$ cat src/rtl/prange_pkg.sv
// prange_pkg: state encoding and range arithmetic shared by the prange generator.
// Helpers work on PRANGE_MAXW-bit sign-extended operands; callers pass their real width.
package prange_pkg;

    localparam int PRANGE_MAXW = 64;

    typedef enum logic [1:0] {
        IDLE,
        RUN,
        DRAIN
    } prange_state_t;

    function automatic logic prange_cont(
        input logic signed [PRANGE_MAXW-1:0] i,
        input logic signed [PRANGE_MAXW-1:0] limit,
        input logic signed [PRANGE_MAXW-1:0] step
    );
        logic neg;
        logic pos;
        neg = step[PRANGE_MAXW-1];
        pos = !neg && (step != '0);
        return (pos && (i < limit)) || (neg && (i > limit));
    endfunction

    // The exact sum of two w-bit values fits in w+1 bits, so overflow shows as bit w != bit w-1.
    function automatic logic signed [PRANGE_MAXW-1:0] prange_next(
        input  logic signed [PRANGE_MAXW-1:0] i,
        input  logic signed [PRANGE_MAXW-1:0] step,
        input  logic [6:0]                    w,
        output logic                          ovf
    );
        logic signed [PRANGE_MAXW:0] sum;
        sum = (PRANGE_MAXW+1)'(i) + (PRANGE_MAXW+1)'(step);
        ovf = sum[w] ^ sum[w - 7'd1];
        return sum[PRANGE_MAXW-1:0];
    endfunction

endpackage

$ cat src/rtl/prange_skid.sv
// prange_skid: 2-entry ready/valid buffer between the range generator and its consumer.
// Latency: a push is visible on pop_* after the next edge; flush empties it on that edge.
// Backpressure: can_push/drained report the occupancy after the coming edge, so the producer never overruns.
module prange_skid #(
    parameter int DW = 32
) (
    input  logic          clk,
    input  logic          rst,
    input  logic          flush,
    input  logic          push_vld,
    input  logic [DW-1:0] push_dat,
    output logic          can_push,
    output logic          drained,
    output logic          pop_vld,
    input  logic          pop_rdy,
    output logic [DW-1:0] pop_dat
);

    logic [1:0]    cnt_q, cnt_d;
    logic [DW-1:0] e0_q, e0_d;
    logic [DW-1:0] e1_q, e1_d;
    logic          pop;
    logic [1:0]    lvl;

    assign pop_vld  = (cnt_q != 2'd0);
    assign pop_dat  = e0_q;
    assign pop      = pop_vld && pop_rdy;
    assign lvl      = cnt_q + {1'b0, push_vld} - {1'b0, pop};
    assign can_push = (lvl <= 2'd1);
    assign drained  = (lvl == 2'd0);

    always_comb begin
        cnt_d = cnt_q;
        e0_d  = e0_q;
        e1_d  = e1_q;
        if (flush) begin
            cnt_d = 2'd0;
        end else begin
            case ({push_vld, pop})
                2'b10: begin
                    if (cnt_q == 2'd0) e0_d = push_dat;
                    else               e1_d = push_dat;
                    cnt_d = cnt_q + 2'd1;
                end
                2'b01: begin
                    e0_d  = e1_q;
                    cnt_d = cnt_q - 2'd1;
                end
                2'b11: begin
                    if (cnt_q == 2'd1) begin
                        e0_d = push_dat;
                    end else begin
                        e0_d = e1_q;
                        e1_d = push_dat;
                    end
                end
                default: ;
            endcase
        end
    end

    always_ff @(posedge clk or posedge rst) begin
        if (rst) begin
            cnt_q <= 2'd0;
            e0_q  <= '0;
            e1_q  <= '0;
        end else begin
            cnt_q <= cnt_d;
            e0_q  <= e0_d;
            e1_q  <= e1_d;
        end
    end

endmodule

$ cat src/rtl/prange.sv
// prange: range(base, limit, step) item generator; defining PRANGE_INDEX_EN adds the _out_1 item index.
// Latency: first item valid on the second edge after the _start edge, then one item per cycle.
// Backpressure: generator stalls whenever the 2-entry skid could overfill; no combinational _ready-to-output path.
module prange
    import prange_pkg::*;
#(
    parameter int WIDTH     = 32,
    parameter int IDX_WIDTH = 16
) (
    input  logic                    _clock,
    input  logic                    _reset,
    input  logic                    _start,
    input  logic signed [WIDTH-1:0] base,
    input  logic signed [WIDTH-1:0] limit,
    input  logic signed [WIDTH-1:0] step,
    input  logic                    _ready,
    output logic                    _valid,
    output logic                    _done,
`ifdef PRANGE_INDEX_EN
    output logic [IDX_WIDTH-1:0]    _out_1,
`endif
    output logic signed [WIDTH-1:0] _out_0
);

`ifdef PRANGE_INDEX_EN
    localparam bit INDEX_EN = 1'b1;
`else
    localparam bit INDEX_EN = 1'b0;
`endif
    localparam int DW = WIDTH + (INDEX_EN ? IDX_WIDTH : 0);

    prange_state_t           state_q, state_d;
    logic signed [WIDTH-1:0] i_q, i_d;
    logic signed [WIDTH-1:0] limit_q, limit_d;
    logic signed [WIDTH-1:0] step_q, step_d;
    logic                    push_q, push_d;
    logic [DW-1:0]           push_dat_q, push_dat_d;
    logic                    done_q, done_d;
`ifdef PRANGE_INDEX_EN
    logic [IDX_WIDTH-1:0]    idx_q, idx_d;
`endif

    logic                    can_push;
    logic                    drained;
    logic [DW-1:0]           pop_dat;
    logic                    cont;
    logic                    ovf;
    logic signed [WIDTH-1:0] i_nxt;

    always_comb begin
        ovf   = 1'b0;
        cont  = prange_cont(PRANGE_MAXW'(i_q), PRANGE_MAXW'(limit_q), PRANGE_MAXW'(step_q));
        i_nxt = WIDTH'(prange_next(PRANGE_MAXW'(i_q), PRANGE_MAXW'(step_q), 7'(WIDTH), ovf));
    end

    always_comb begin
        state_d    = state_q;
        i_d        = i_q;
        limit_d    = limit_q;
        step_d     = step_q;
        push_d     = 1'b0;
        push_dat_d = push_dat_q;
        done_d     = done_q;
`ifdef PRANGE_INDEX_EN
        idx_d      = idx_q;
`endif
        if (_start) begin
            state_d = RUN;
            i_d     = base;
            limit_d = limit;
            step_d  = step;
            done_d  = 1'b0;
`ifdef PRANGE_INDEX_EN
            idx_d   = '0;
`endif
        end else begin
            case (state_q)
                RUN: begin
                    if (can_push) begin
                        if (cont) begin
                            push_d = 1'b1;
`ifdef PRANGE_INDEX_EN
                            push_dat_d = {idx_q, i_q};
                            idx_d      = idx_q + IDX_WIDTH'(1);
`else
                            push_dat_d = i_q;
`endif
                            i_d = i_nxt;
                            // A wrapped successor is never emitted: stop right after this item.
                            if (ovf) state_d = DRAIN;
                        end else begin
                            state_d = DRAIN;
                        end
                    end
                end
                DRAIN: begin
                    if (drained) begin
                        state_d = IDLE;
                        done_d  = 1'b1;
                    end
                end
                default: ;
            endcase
        end
    end

    always_ff @(posedge _clock or posedge _reset) begin
        if (_reset) begin
            state_q    <= IDLE;
            i_q        <= '0;
            limit_q    <= '0;
            step_q     <= '0;
            push_q     <= 1'b0;
            push_dat_q <= '0;
            done_q     <= 1'b1;
`ifdef PRANGE_INDEX_EN
            idx_q      <= '0;
`endif
        end else begin
            state_q    <= state_d;
            i_q        <= i_d;
            limit_q    <= limit_d;
            step_q     <= step_d;
            push_q     <= push_d;
            push_dat_q <= push_dat_d;
            done_q     <= done_d;
`ifdef PRANGE_INDEX_EN
            idx_q      <= idx_d;
`endif
        end
    end

    prange_skid #(
        .DW (DW)
    ) u_skid (
        .clk      (_clock),
        .rst      (_reset),
        .flush    (_start),
        .push_vld (push_q),
        .push_dat (push_dat_q),
        .can_push (can_push),
        .drained  (drained),
        .pop_vld  (_valid),
        .pop_rdy  (_ready),
        .pop_dat  (pop_dat)
    );

    assign _done  = done_q;
    assign _out_0 = pop_dat[WIDTH-1:0];
`ifdef PRANGE_INDEX_EN
    assign _out_1 = pop_dat[DW-1:WIDTH];
`endif

endmodule

$ cat config.mk
export PLATFORM = sky130hd
export DESIGN_NAME = prange
export DESIGN_NICKNAME = d
export VERILOG_FILES = /design/src/rtl/prange_pkg.sv /design/src/rtl/prange_skid.sv /design/src/rtl/prange.sv
export SDC_FILE = /design/constraint.sdc
export NUM_CORES = 1
export LEC_CHECK = 0
export CAP_MARGIN = 5
export CORE_ASPECT_RATIO = 0.6
export CORE_UTILIZATION = 44
export DETAILED_ROUTE_END_ITERATION = 6
export PLACE_DENSITY_LB_ADDON = 0.15
export SYNTH_ARGS = -nofsm -noshare
export SYNTH_HDL_FRONTEND = slang
export SYNTH_SLANG_ARGS = --single-unit
export TNS_END_PERCENT = 5
$ cat constraint.sdc
create_clock -name _clock -period 8.75 [get_ports _clock]
set_clock_uncertainty 0.15 [all_clocks]
set_input_delay 2.625 -clock _clock [delete_from_list [all_inputs] [get_ports _clock]]
set_output_delay 2.625 -clock _clock [all_outputs]
set_load 0.03 [all_outputs]
==> results of run 1 <==
cell families after synthesis:
| group | synth area share [%] |
|---|---|
| flops | 46.7 |
| buf+inv | 3.75 |
| mux | 14.5 |
| xor+xnor | 2.80 |
| fa+ha+maj | 8.20 |
| simple gates | 10.7 |
| compound gates | 13.4 |
registers in the layout (all words and copies together) (netlist names), 2 cells and up:
| name | count |
|---|---|
| u_skid.pop_dat | 32 |
| i_q | 32 |
| limit_q | 32 |
| push_dat_q | 32 |
| u_skid.e1_q | 32 |
| state_q | 2 |
| step_q | 32 |
| u_skid.cnt_q | 2 |
area by class of cell:
type                            instances  share of cell area, %
Clock buffer                           19                   3.46
Clock inverter                         13                   1.12
Inverter                               47                   1.44
Multi-Input combinational cell        702                   41.3
Sequential cell                       198                   38.7
Tap cell                              315                   3.08
Timing Repair Buffer                  142                   10.9
per-layer routing:
metal  vias up  global-route usage [%]  share of wire [%]
li1       3817                       -                  -
met1      3796                    36.2                 57
met2       160                    28.6                 38
met3        12                    3.53                4.3
met4         0                    5.59               0.77
met5         -                       0                  0
metrics by stage:
step / power (W) / util, % / area [um^2] / setup slack, ps
3_5_place_dp: 0.00363 / 52.2 / 12200 / 2040
3_3_place_gp: 0.00358 / 52.2 / 12200 / 2150
6_report: 0.00441 / 54.7 / 12800 / 2410
2_1_floorplan: 0.00300 / - / 10600 / 579
4_1_cts: 0.00442 / 54.7 / 12800 / 2490
5_1_grt: 0.00475 / 54.7 / 12800 / 2160
synth_stat cells, types with 11 or more instances:
cell type / count
xnor2_1: 18
ha_1: 68
clkbuf_1: 28
nor4_1: 11
nand2_1: 92
mux2_4: 27
o21ai_0: 63
xor2_1: 16
a21o_1: 17
nand3_1: 11
mux2i_1: 36
a21oi_1: 78
nor2b_1: 11
o311ai_0: 19
nand3b_1: 21
buf_1: 11
inv_1: 47
mux2_2: 69
nor2_1: 56
dfrtp_1: 197
worst max-delay path, delay by kind of cell:
family                     cells  cell delay [ps]
and+or+nand+nor                5             1610
buffers and inverters          3              890
adders and majority gates      2              460
xor gates and xnor gates       2              330
muxes                          1              310
AOI/OAI and AO/OA              1              280
worst max path at each step:
stage,from,endpoint
floorplan,_reset,i_q[0]$_DFFE_PP0P_
global placement,_ready,push_dat_q[25]$_DFFE_PP0P_
detailed placement,_ready,push_dat_q[24]$_DFFE_PP0P_
CTS,_ready,push_dat_q[20]$_DFFE_PP0P_
global route,_ready,push_dat_q[22]$_DFFE_PP0P_
finish,_ready,push_dat_q[20]$_DFFE_PP0P_
power by group through the flow:
stage          Combinational [W]  Clock (W)  Sequential, W
4_1_cts                  0.00207   0.000800        0.00155
3_3_place_gp             0.00202          0        0.00156
6_report                 0.00207   0.000783        0.00156
3_5_place_dp             0.00206          0        0.00157
5_1_grt                  0.00231   0.000837        0.00160
2_1_floorplan            0.00143          0        0.00157
==> impl_metrics.csv, run 1 <==
group,metric,value,unit
route,wl,25400,um
layout,drive_gt1_share,13.0,%
sta,setup_tns,0,ps
layout,finalNetCount,1277,
route,drtAntennaViolNets,0,
layout,final_common_cell,"dfrtp_1",
worst_setup_path,arrival,6510,ps
logic_synthesis,synth_enable_flop_cells,0,
clocking,htreeDepth,4,
layout,layout.cells.non_filler,1436,
power,p_switching,0.00181,W
place,numPortBuffers,133,
sta,setup_viol,0,
power,p_leak,5.96,nW
logic_synthesis,synth_top_area_share,46.4,%
logic_synthesis,netlist_area,10600,um^2
worst_setup_path,cp-end-kind,"flop",
power,p_per_area,345,nW/um^2
logic_synthesis,yosysWarnings,0,
layout,nFillCells,2109,
clocking,cts-root-buf,"clkbuf_16",
route,avgViaCountPerCell,5.42,
floorplan,io_pins,134,
power,clkPwrFrac,17.7,%
floorplan,die-area,24800,um^2
worst_setup_path,reg2regPathDepth,15,
layout,register_area,4960,um^2
clocking,clk_pin_slew,70,ps
logic_synthesis,synth_top_area_cell,"dfrtp_1",
power,cell_internal_pwr,0.00261,W
clocking,cts_setup_buffers,0,
floorplan,start_util,45.4,%
place,placed_cells,1404,
place,gp_congestion,0.896,
clocking,cts_buffer_depth,2,
route,first_iter_violations,543,
floorplan,die_h,122,um
worst_hold_path,min_path_cells,1,
sta,slew_headroom,39.8,%
worst_hold_path,min_to,"u_skid.e1_q[18]$_DFFE_PP0P_",
sta,final-hold-violation-count,0,
sta,hold_slack,356,ps
route,routedWlPerCell,17.7,um
power,pwr-share-comb,47.0,%
logic_synthesis,synthFlopType,"dfrtp_1",
worst_setup_path,ff2ff_setup_slack,4430,ps
power,p_seq_share,35.3,%
logic_synthesis,syn_nets,1165,
sta,rsz0062_at_grt,"false",
layout,antenna_cells,0,
global_route,grt_pass1_vias,7561,
run,cap_violations,0,
worst_setup_path,cp.required,8930,ps
logic_synthesis,seq_area_frac_synth,46.7,%
sta,final.min_clock_period,6340,ps
logic_synthesis,synth.avg_cell_area,10.7,um^2
worst_hold_path,min-delay-start,"u_skid.e1_q[18]$_DFFE_PP0P_",
clocking,cts_sinks,198,
place,dpl.hpwl,18900,um
floorplan,fp-row-count,43,
worst_setup_path,crit_type,"in -> reg",
logic_synthesis,synth_cells,996,
worst_setup_path,max_stage_delay,540,ps
clocking,ctsHoldBuffers,0,
global_route,grt_max_degree,101,
power,p_sw_share,41.0,%
global_route,antenna_found_initial,0,
power,ir_drop,0.144,mV
sta,worstMarginPinSlew,903,ps
layout,multiInputGateArea,5280,um^2
global_route,track_usage,21.9,%
sta,report.final.slew_viol_count,0,
layout,mostFrequentLayoutCells,"dfrtp_1 (197), clkdlybuf4s50_1 (132), nand2_1 (92), a21oi_1 (78), mux2_2 (69)",
clocking,clkLatencyLatePin,450,ps
logic_synthesis,ys_seq_elements,198,
clocking,cts_resized,0,
sta,min_period_over_period,72.4,%
layout,area_growth,20.5,%
route,drc,0,
clocking,cts_tree,"yes",
worst_setup_path,crit_chain,"clkdlybuf4s50_1, nor2b_1, ha_1, inv_1, ha_1, xnor2_1, xnor2_1, nor4b_1, nand2_1, a21oi_1, nor2_4, or2_2, buf_4, mux2_4",
floorplan,die_x,203,um
logic_synthesis,synth.area.top_cells,"dfrtp_1 (46%), ha_1 (8.0%), mux2_2 (7.3%)",
sta,timing.fmax,158,MHz
global_route,grt_pass1_wl,41600,um
clocking,cts_buffers,17,
worst_setup_path,cp_slowest_cell,"or2_2",
worst_setup_path,path_max_fanout,22,
floorplan,core_area,23400,um^2
global_route,overflow,0,
status,status,"finished clean",
route,vias,7785,
worst_setup_path,crit-reg2reg-launch,"u_skid.cnt_q[0]$_DFFE_PP0P_",
worst_hold_path,hp-class,"reg -> reg",
worst_setup_path,r2r_end,"push_dat_q[20]$_DFFE_PP0P_",
worst_setup_path,cp-start-kind,"input pin",
logic_synthesis,synth-async-reset-ratio,100,%
route,first_pass_iters,5,
logic_synthesis,synth_cell_types,55,
Note: power is estimated with default switching activity, not from simulation.
==> run 2, diff against run 1 <==
==> constraint.sdc (replaced) <==
create_clock -name _clock -period 5.18 [get_ports _clock]
set_clock_uncertainty 0.15 [all_clocks]
set_input_delay 1.554 -clock _clock [delete_from_list [all_inputs] [get_ports _clock]]
set_output_delay 1.554 -clock _clock [all_outputs]
set_load 0.03 [all_outputs]
==> run 2 against run 1 <==
First-iteration DRC count up 19%. Combinational power increased by 71%. Clock power increased by 89%. Global-route usage is 0.97 points lower. Critical path type unchanged.
==> impl_metrics.csv, run 2 (synthesized netlist as in run 1, its figures left out) <==
group,metric,value,unit
status,status,"finished clean",
floorplan,io_pins,134,
run,cap_violations,0,
global_route,grt_pass1_vias,7069,
worst_setup_path,arrival,4750,ps
sta,setup_viol,0,
worst_setup_path,crit_start,"_ready",
place,dpl.hpwl,18700,um
worst_setup_path,ff2ff_setup_slack,1590,ps
global_route,grt_pass1_wl,39700,um
worst_setup_path,crit_cells,14,
power,p_leak,6.04,nW
floorplan,start_util,45.4,%
clocking,clkLatencyLatePin,450,ps
clocking,cts_buffer_depth,2,
floorplan,die_h,122,um
place,numPortBuffers,133,
route,routedWlPerCell,17.3,um
worst_hold_path,hp-class,"reg -> reg",
clocking,clk_pin_slew,70,ps
route,first_pass_iters,5,
sta,final.min_clock_period,4570,ps
global_route,grt_max_degree,117,
clocking,cts_resized,0,
sta,report.final.slew_viol_count,0,
worst_setup_path,crit_chain,"clkdlybuf4s50_1, nor2b_1, ha_1, inv_1, ha_1, xnor2_1, xnor2_1, nor4b_1, nand2_1, a21oi_1, nor2_4, or2_2, buf_12, mux2_4",
clocking,cts-root-buf,"clkbuf_16",
route,first_iter_violations,646,
sta,hold_slack,352,ps
layout,mostFrequentLayoutCells,"dfrtp_1 (197), clkdlybuf4s50_1 (132), nand2_1 (92), a21oi_1 (78), mux2_2 (69)",
worst_setup_path,cp.required,5360,ps
sta,setup_tns,0,ps
layout,antenna_cells,0,
layout,finalNetCount,1279,
sta,final-hold-violation-count,0,
power,p_per_area,590,nW/um^2
layout,area_growth,22.1,%
clocking,cts_sinks,198,
global_route,overflow,0,
layout,drive_gt1_share,13.3,%
worst_setup_path,path_max_fanout,35,
worst_setup_path,crit_type,"in -> reg",
worst_setup_path,crit_buf_inv,3,
route,drtAntennaViolNets,0,
floorplan,core_area,23400,um^2
sta,timing.fmax,219,MHz
global_route,antenna_found_initial,0,
sta,slew_headroom,42.9,%
route,vias,7739,
worst_setup_path,cp-start-kind,"input pin",
sta,rsz0062_at_grt,"false",
power,total_power,0.00765,W
sta,worstMarginPinSlew,857,ps
worst_setup_path,reg2regPathDepth,15,
global_route,track_usage,20.9,%
route,avgViaCountPerCell,5.38,
worst_setup_path,crit_family,"simple AND/OR/NAND/NOR gates",
place,gp_congestion,0.867,
worst_setup_path,crit_path_end,"push_dat_q[6]$_DFFE_PP0P_",
worst_setup_path,r2r_end,"push_dat_q[6]$_DFFE_PP0P_",
clocking,htreeDepth,4,
sta,min_period_over_period,88.2,%
route,drc,0,
floorplan,fp-row-count,43,
layout,final_common_cell,"dfrtp_1",
clocking,cts_tree,"yes",
worst_setup_path,cp-end-kind,"flop",
floorplan,die_x,203,um
worst_setup_path,max_stage_delay,540,ps
clocking,cts_buffers,17,
worst_setup_path,cp_slowest_cell,"clkdlybuf4s50_1",
route,wl,24900,um
power,ir_drop,0.305,mV
layout,final_util,55.4,%
clocking,cts_setup_buffers,0,
worst_setup_path,crit-reg2reg-launch,"u_skid.cnt_q[1]$_DFFE_PP0P_",
floorplan,die-area,24800,um^2
clocking,ctsHoldBuffers,0,
run 2: worst reg2reg max path, delay by kind of cell (launching register included):
| kind | cells | cell delay [ps] |
|---|---|---|
| AND/OR/NAND/NOR | 5 | 970 |
| adder cells (fa/ha/maj) | 3 | 670 |
| flip-flops | 1 | 410 |
| buffers and inverters | 3 | 350 |
| multiplexers | 1 | 340 |
| XOR/XNOR | 2 | 300 |
| AO/OA/AOI/OAI | 1 | 290 |
run 2: cell type report:
type / count / area, um^2
clock inverter: 13 / 216
clock buffer: 19 / 453
multi-input combinational: 702 / 5280
fill: 2056 / 10400
tap: 315 / 394
inverter: 47 / 180
timing repair buffer: 144 / 1490
sequential: 198 / 4960
run 2: stage by stage:
stage | setup slack (ps) | std cells | instance area (um^2)
4_1_cts | 637 | 1438 | 13000
2_1_floorplan | 850 | 996 | 10600
3_3_place_gp | 237 | 1406 | 12300
6_report | 610 | 1438 | 13000
5_1_grt | 411 | 1438 | 13000
3_5_place_dp | 198 | 1406 | 12300
run 2: how the worst min path moves through the flow:
stage / slack, ps / from / depth (start not counted) / end
final: 350 / state_q[0]$_DFFE_PP0P_ / 1 / state_q[0]$_DFFE_PP0P_
after global routing: 370 / u_skid.e1_q[16]$_DFFE_PP0P_ / 1 / u_skid.e1_q[16]$_DFFE_PP0P_
after CTS: 360 / state_q[0]$_DFFE_PP0P_ / 1 / state_q[0]$_DFFE_PP0P_
after detailed placement: 340 / state_q[0]$_DFFE_PP0P_ / 1 / state_q[0]$_DFFE_PP0P_
after global placement: 340 / u_skid.e1_q[19]$_DFFE_PP0P_ / 1 / u_skid.e1_q[19]$_DFFE_PP0P_
after floorplan: 320 / state_q[0]$_DFFE_PP0P_ / 1 / state_q[0]$_DFFE_PP0P_
run 2: per-layer routing:
layer	up-vias	wire length [um]	global-route usage [%]
li1	3820	-	-
met1	3718	13900	35.2
met2	186	9490	26.0
met3	15	1250	4.01
met4	0	206	4.98
met5	-	0	0
run 2: power breakdown:
group          total, W  switching [W]  internal (W)
clock network   0.00148       0.000631      0.000852
logic           0.00354        0.00187       0.00167
registers       0.00262       0.000552       0.00207
==> run 3, diff against run 2 <==
--- a/config.mk
+++ b/config.mk
@@ -8,6 +8,7 @@
 export CAP_MARGIN = 5
 export CORE_ASPECT_RATIO = 0.6
 export CORE_UTILIZATION = 44
+export CTS_BUF_LIST = sky130_fd_sc_hd__clkbuf_4
 export DETAILED_ROUTE_END_ITERATION = 6
 export PLACE_DENSITY_LB_ADDON = 0.15
 export SYNTH_ARGS = -nofsm -noshare
==> run 3 against run 2 <==
Via count fell by 0.28%. Sequential share of layout area rose by 0.96 points. Routed wire length fell by 0.30%. Final area fell by 2.5%. Core utilization fell by 1.4 points. Critical path type unchanged.
==> impl_metrics.csv, run 3 (synthesized netlist as in run 1, its figures left out) <==
group,metric,value,unit
route,first_iter_violations,589,
route,drtAntennaViolNets,0,
power,p_per_area,563,nW/um^2
sta,slew_headroom,42.1,%
worst_setup_path,crit_family,"simple AND/OR/NAND/NOR gates",
floorplan,start_util,45.4,%
route,routedWlPerCell,17.2,um
global_route,grt_pass1_vias,7014,
power,cell_internal_pwr,0.00414,W
floorplan,fp-row-count,43,
worst_setup_path,crit_chain,"clkdlybuf4s50_1, nor2b_1, ha_1, inv_1, ha_1, xnor2_1, xnor2_1, nor4b_1, nand2_1, a21oi_1, nor2_4, or2_2, buf_12, mux2_4",
worst_setup_path,cp-end-kind,"flop",
run,cap_violations,0,
global_route,overflow,0,
floorplan,die_h,122,um
layout,finalNetCount,1279,
clocking,cts_setup_buffers,0,
global_route,grt_max_degree,117,
layout,antenna_cells,0,
layout,drive_gt1_share,13.1,%
clocking,cts_sinks,198,
power,p_seq_share,36.7,%
floorplan,die-area,24800,um^2
power,p_leak,5.90,nW
sta,setup_tns,0,ps
global_route,grt_pass1_wl,39600,um
layout,register_area,4960,um^2
power,ir_drop,0.306,mV
clocking,clkLatencyLatePin,610,ps
layout,final_common_cell,"dfrtp_1",
clocking,cts-root-buf,"clkbuf_4",
place,numPortBuffers,133,
clocking,htreeDepth,4,
sta,final.min_clock_period,4420,ps
sta,final-hold-violation-count,0,
place,gp_congestion,0.867,
global_route,track_usage,20.7,%
clocking,cts_buffers,17,
clocking,cts_tree,"yes",
clocking,clk_pin_slew,160,ps
power,p_switching,0.00298,W
power,clkPwrFrac,13.6,%
worst_setup_path,max_stage_delay,540,ps
sta,timing.fmax,226,MHz
clocking,cts_buffer_depth,2,
route,first_pass_iters,5,
sta,report.final.slew_viol_count,0,
route,vias,7717,
sta,rsz0062_at_grt,"false",
layout,mostFrequentLayoutCells,"dfrtp_1 (197), clkdlybuf4s50_1 (132), nand2_1 (92), a21oi_1 (78), mux2_2 (69)",
layout,nFillCells,2087,
route,wl,24800,um
worst_setup_path,cp-start-kind,"input pin",
status,status,"finished clean",
worst_setup_path,cp.required,5530,ps
clocking,cts_resized,0,
global_route,antenna_found_initial,0,
floorplan,die_x,203,um
worst_setup_path,crit_buf_inv,3,
power,p_sw_share,41.9,%
sta,worstMarginPinSlew,869,ps
layout,multiInputGateArea,5280,um^2
layout,area_growth,19.1,%
route,drc,0,
floorplan,core_area,23400,um^2
worst_setup_path,arrival,4760,ps
layout,final_util,54.1,%
power,pwr-share-comb,49.7,%
sta,setup_viol,0,
worst_hold_path,hp-class,"reg -> reg",
floorplan,io_pins,134,
place,dpl.hpwl,18700,um
worst_setup_path,cp_slowest_cell,"clkdlybuf4s50_1",
clocking,ctsHoldBuffers,0,
worst_setup_path,crit_type,"in -> reg",
route,avgViaCountPerCell,5.37,
worst_setup_path,path_max_fanout,35,
sta,min_period_over_period,85.2,%
==> run 3: cell types whose count changed in the layout (fill, tap and decap cells not counted), sizes merged <==
cell,change
clkbuf,-2
clkinv,+2
==> run 3: power groups by stage <==
stage	registers [W]	logic, W	clock network [W]
detailed placement	0.00265	0.00352	0
floorplan	0.00265	0.00241	0
global route	0.00268	0.00391	0.00106
finish	0.00261	0.00354	0.000966
global placement	0.00263	0.00347	0
CTS	0.00261	0.00354	0.000996
==> run 3: path summary, 6_finish.rpt <==
path,startpoint,to,slack [ps],cells after the start
min in group asynchronous,_reset,step_q[2]$_DFFE_PP0P_,1090,2
hold / removal,state_q[0]$_DFFE_PP0P_,state_q[0]$_DFFE_PP0P_,370,1
max in group asynchronous,_reset,push_dat_q[10]$_DFFE_PP0P_,2950,3
setup / recovery,_ready,push_dat_q[12]$_DFFE_PP0P_,760,14
setup reg to reg,u_skid.cnt_q[1]$_DFFE_PP0P_,push_dat_q[12]$_DFFE_PP0P_,1570,15
hold reg to reg,state_q[0]$_DFFE_PP0P_,state_q[0]$_DFFE_PP0P_,370,1
==> run 3: layer usage <==
layer	GRT usage, %	share of wire, %
met1	35.1	56
met2	25.7	38
met3	4.09	5.5
met4	4.28	0.56
met5	0	0
==> run 3: stage by stage <==
stage	instance area (um^2)	total power (W)	hold slack (ps)	worst slack, ps	cells
floorplan	10600	0.00507	321	850	996
global placement	12300	0.00610	336	237	1406
finish	12700	0.00712	372	765	1438
CTS	12700	0.00715	375	857	1438
global route	12700	0.00765	389	642	1438
detailed placement	12300	0.00617	340	198	1406
==> run 3: final cells by class <==
| type | instances | share of cell area (%) |
|---|---|---|
| tap | 315 | 3.12 |
| clock buffer | 17 | 1.01 |
| timing repair buffer | 144 | 11.7 |
| clock inverter | 15 | 1.77 |
| multi-input combinational | 702 | 41.8 |
| sequential | 198 | 39.2 |
| inverter | 47 | 1.42 |
==> variant 1, RTL diff (settings of run 2) <==
`push_dat_q` no longer has a reset.
--- a/src/rtl/prange.sv
+++ b/src/rtl/prange.sv
@@ -113,3 +113,2 @@
             push_q     <= 1'b0;
-            push_dat_q <= '0;
             done_q     <= 1'b1;
@@ -124,3 +123,2 @@
             push_q     <= push_d;
-            push_dat_q <= push_dat_d;
             done_q     <= done_d;
@@ -130,2 +128,6 @@
         end
+    end
+
+    always_ff @(posedge _clock) begin
+        push_dat_q <= push_dat_d;
     end
Formal check against the unedited RTL: same outputs for any inputs over 4 cycles, from zero or initial values and one cycle with _reset high; that may be too few to reach the edited logic, so the function may still have changed.
==> variant 1 against run 2 <==
Sequential power down 3%; via count down 2.8%; synthesized area shrank 2.6%; maximum frequency up 9.4%; cell count is 1.3% lower; non-clock buffer count is 1 higher; power is 7.5% lower; hold slack gained 0.0037 ns; final area shrank 2.3%; setup slack gained 0.39 ns; wire length up 1.9%; synthesized cell count fell by 2.5%; sequential cell count unchanged; critical endpoint is now i_q[1]$_DFFE_PP0P_; largest cell class is now sequential cells; highest routed layer unchanged.
==> variant 1: results (changes against run 2) <==
Detailed routing
  • DRT Pass-1 Iters: 5 (unchanged)
  • DR WL/cell: 17.8 microns (+3.1%)
  • Routed vias: 7521 (-2.8%)
  • DRT iter0 DRCs: 574 (-11%)

Synth
  • Seq/Total Area, Yosys: 49.4% (+2.8 points)
  • Most frequent cells after synthesis: dfrtp_1, nand2_1, a21oi_1
  • Asr flop ratio synth: 83.8% (-16 points)
  • Main synth FF type: dfrtp_1
  • Warnings from Yosys: 0 (unchanged)
  • Syn nets: 1140 (-2.1%)
  • EDFF count, synth: 32 (+32)
  • Count of cell types in the netlist: 68 (+24%)
  • Top post-synthesis cells by area: dfrtp_1, edfxtp_1, ha_1, mux2_2, mux2i_1

Global route
  • Largest net degree at the start of global routing: 92 (-21%)
  • Initial antenna violation count: 0 (unchanged)
  • First-pass GRT wire length: 40800 microns (+2.6%)
  • Vias in the first global route: 7351 (+4.0%)
  • GRT Overall Usage: 22.4% (+1.6 points)

Clock tree
  • Clock latency on the worst-skew pair: 0.44 ns
  • Clk Tree Root Cell: clkbuf_16
  • H-tree levels: 4 (unchanged)
  • TritonCTS Buffers: 17 (unchanged)

Run status
  • Status: completed

Timing
  • Worst slew margin: 36.9% (-6.0 points)

Placed design
  • Dpl hpwl: 19000 microns (+1.4%)
  • Gpl congestion: 0.951 (+9.7%)
  • DP Area: 12000 sq um (-2.2%)

Setup path
  • Critical Path AT: 4.39 ns (-0.36 ns)
  • CP max FO: 39 (+11%)

Power and ir drop
  • Leakage: 5.73 nW (-5.2%)
  • Max VDD drop: 0.000248 V (-19%)

Finish
  • Share of cells above drive strength 1: 11.3% (-2.0 points)
  • Antenna diodes: 0 (unchanged)
  • Nets: 1261 (-1.4%)
## variant 1: power breakdown
part / switching (mW) / internal [mW]
Combinational: 1.70 / 1.37
Clock: 0.632 / 0.826
Sequential: 0.439 / 2.11
## variant 1: layer usage
layer / routed length (microns) / global-route usage, % / vias up
met5: 0 / 0 / -
met2: 9230 / 27.8 / 192
met4: 182 / 4.87 / 0
met1: 14200 / 37.6 / 3580
met3: 1740 / 5.41 / 13
li1: - / - / 3736
## variant 1: critical path: stages
cell,delay (ns)
clkdlybuf4s50_1,0.42
nor2b_1,0.13
buf_4,0.16
ha_1,0.27
inv_1,0.04
ha_1,0.17
xnor2_1,0.14
xnor2_1,0.33
inv_1,0.08
nand2_1,0.09
buf_4,0.47
mux2_2,0.39
o21ai_0,0.13
## variant 1: metrics by stage
step | setup WS (ns) | std cells | hold slack, ns | power [mW]
after detailed placement | 0.594 | 1388 | 0.342 | 5.62
after CTS | 1.04 | 1420 | 0.358 | 7.10
after floorplan | 0.850 | 971 | 0.323 | 4.65
final | 1.00 | 1420 | 0.356 | 7.07
after global routing | 0.837 | 1420 | 0.368 | 7.59
after global placement | 0.620 | 1388 | 0.336 | 5.58
## variant 1: path summary, 6_finish.rpt
check | start | depth (start not counted) | slack, ns | end
max reg2reg | i_q[0]$_DFFE_PP0P_ | 13 | 1.34 | state_q[1]$_DFFE_PP0P_
max in group asynchronous | _reset | 3 | 2.46 | _done$_DFFE_PP1P_
min in group asynchronous | _reset | 2 | 1.51 | step_q[4]$_DFFE_PP0P_
min reg2reg | u_skid.e1_q[28]$_DFFE_PP0P_ | 1 | 0.36 | u_skid.e1_q[28]$_DFFE_PP0P_
max | _ready | 13 | 1.00 | i_q[1]$_DFFE_PP0P_
min | u_skid.e1_q[28]$_DFFE_PP0P_ | 1 | 0.36 | u_skid.e1_q[28]$_DFFE_PP0P_
## variant 1: logic make-up (layout without fill, tap and decap cells)
logic type	Yosys count	in the layout	synth area share [%]
XOR/XNOR	31	31	2.62
buffers and inverters	98	232	3.69
adder cells (fa/ha/maj)	69	69	8.41
multiplexers	115	115	11.9
AND/OR/NAND/NOR	237	237	11.1
flip-flops	198	198	49.4
AO/OA/AOI/OAI	223	223	12.9
## variant 1: area by class of cell
| cell class | instances | area, sq um |
|---|---|---|
| Sequential cell | 198 | 5120 |
| Tap cell | 315 | 394 |
| Timing Repair Buffer | 145 | 1440 |
| Multi-Input combinational cell | 675 | 4860 |
| Clock buffer | 18 | 429 |
| Fill cell | 2051 | 10400 |
| Clock inverter | 14 | 216 |
| Inverter | 55 | 210 |
==> variant 2, RTL diff (flow settings as in run 2) <==
Made on the original files. Add a define of `PRANGE_INDEX_EN`.
--- a/src/rtl/prange.sv
+++ b/src/rtl/prange.sv
@@ -3,2 +3,4 @@
 // Backpressure: generator stalls whenever the 2-entry skid could overfill; no combinational _ready-to-output path.
+`define PRANGE_INDEX_EN
+
 module prange
Formal check against the unedited RTL (old outputs only; new: _out_1): equivalent (equiv_simple and equiv_induct, registers matched by name and starting in step).
==> variant 2 against run 2 <==
Combinational power rose by 13%; final area grew 24%; count of clock-buffer cells in the layout is 18 higher; power up 19%; critical path depth down 1; wire length is 25% higher; sequential cell count up 64; sequential share of layout area rose by 2.7 points; maximum frequency increased by 11%; synthesized area up 24%; setup slack improved by 0.47 ns; hold slack about the same; highest routed layer unchanged.
==> variant 2: results (changes against run 2) <==
Detailed routing
  • DRT iter0 DRCs: 709 (+9.8%)
  • Met3 WL: 1560 microns (+25%)
  • Wl on met1: 16100 microns (+16%)
  • DR vias/cell: 5.31 (-1.3%)
  • WL met2: 12700 microns (+33%)
  • DR WL/cell: 17.5 microns (+1.1%)

Global route
  • Vias in the first global route: 9144 (+29%)
  • First-pass GRT wire length: 50500 microns (+27%)
  • GR Util met3: 3.76% (-0.25 points)
  • Initial antenna violation count: 1 (+1)
  • M2 GR Usage: 29.8% (+3.8 points)
  • Met1 usage: 33.0% (-2.3 points)

Min path
  • Hold_sp: u_skid.e1_q[47]$_DFFE_PP0P_
  • Min-Delay Endpoint: u_skid.e1_q[47]$_DFFE_PP0P_

Placed design
  • Port Buffer Count: 149 (+12%)
  • DP Area: 15200 sq um (+23%)
  • Dpl hpwl: 22600 microns (+21%)
  • Post-Place Setup Slack: 0.506 ns (+0.308 ns)

Finish
  • Nets: 1523 (+19%)
  • Non-filler cells, final: 1772 (+23%)
  • Fill count: 2607 (+27%)
  • Share of cells above drive strength 1: 14.7% (+1.4 points)

Synth
  • Count of cell types in the netlist: 72 (+31%)
  • Synth Instances: 1216 (+22%)
  • Top post-synthesis cells by area: dfrtp_1, mux2_2, ha_1, a21oi_1, mux2i_1
  • Seq/Total Area, Yosys: 49.7% (+3.1 points)
  • Most frequent cells after synthesis: dfrtp_1, mux2_2, a21oi_1

Timing
  • Minimum hold slack: 0.352 ns (-0.0000580 ns)
  • Worst slew margin: 37.5% (-5.3 points)
  • Setup ws final: 1.07 ns (+0.465 ns)

Clock tree
  • Clock Path Buffers: 3 (+1)
  • TritonCTS Buffers: 26 (+9)
  • H-tree levels: 1 (-3)

Setup path
  • CP max FO: 30 (-14%)
  • Reg2reg setup slack: 1.40 ns (-0.19 ns)
  • Capture point of the worst reg-to-reg path: i_q[1]$_DFFE_PP0P_
  • FF-to-FF path depth: 11 (-4)
  • CP top delay family: buffers and inverters
  • Max incr delay on CP: 0.42 ns (-0.12 ns)

Power and ir drop
  • Power density over cell area: 567 nW/um^2 (-3.9%)
  • Leakage: 7.50 nW (+24%)
  • Logic pwr share: 44.0% (-2.3 points)

Run status
  • Status: completed
## variant 2: changes by cell type after synthesis, moves of 19 or more
cell      before  now
dfrtp_1      197  261
mux2i_1       36   58
nor2_1        56   98
mux2_2        69  126
mux2_4        27    0
a21oi_1       78  116
o311ai_0      19    0
## variant 2: cell families after synthesis
| group | Yosys count | share of synthesized area, % |
|---|---|---|
| AO/OA/AOI/OAI | 274 | 12.5 |
| XOR/XNOR | 41 | 2.72 |
| adder cells (fa/ha/maj) | 70 | 6.70 |
| buffers and inverters | 115 | 3.59 |
| flip-flops | 262 | 49.7 |
| multiplexers | 185 | 15.2 |
| AND/OR/NAND/NOR | 269 | 9.56 |
## variant 2: final cells by class
class | count | area, sq um | share of cell area (%)
repair buffers | 164 | 1690 | 10.5
diodes | 1 | 2.50 | 0.0156
multi-input cells | 839 | 6180 | 38.6
clock inverters | 9 | 87.6 | 0.547
inverters | 60 | 229 | 1.43
flip-flops and latches | 262 | 6560 | 40.9
well taps | 400 | 500 | 3.12
clock buffers | 37 | 772 | 4.82
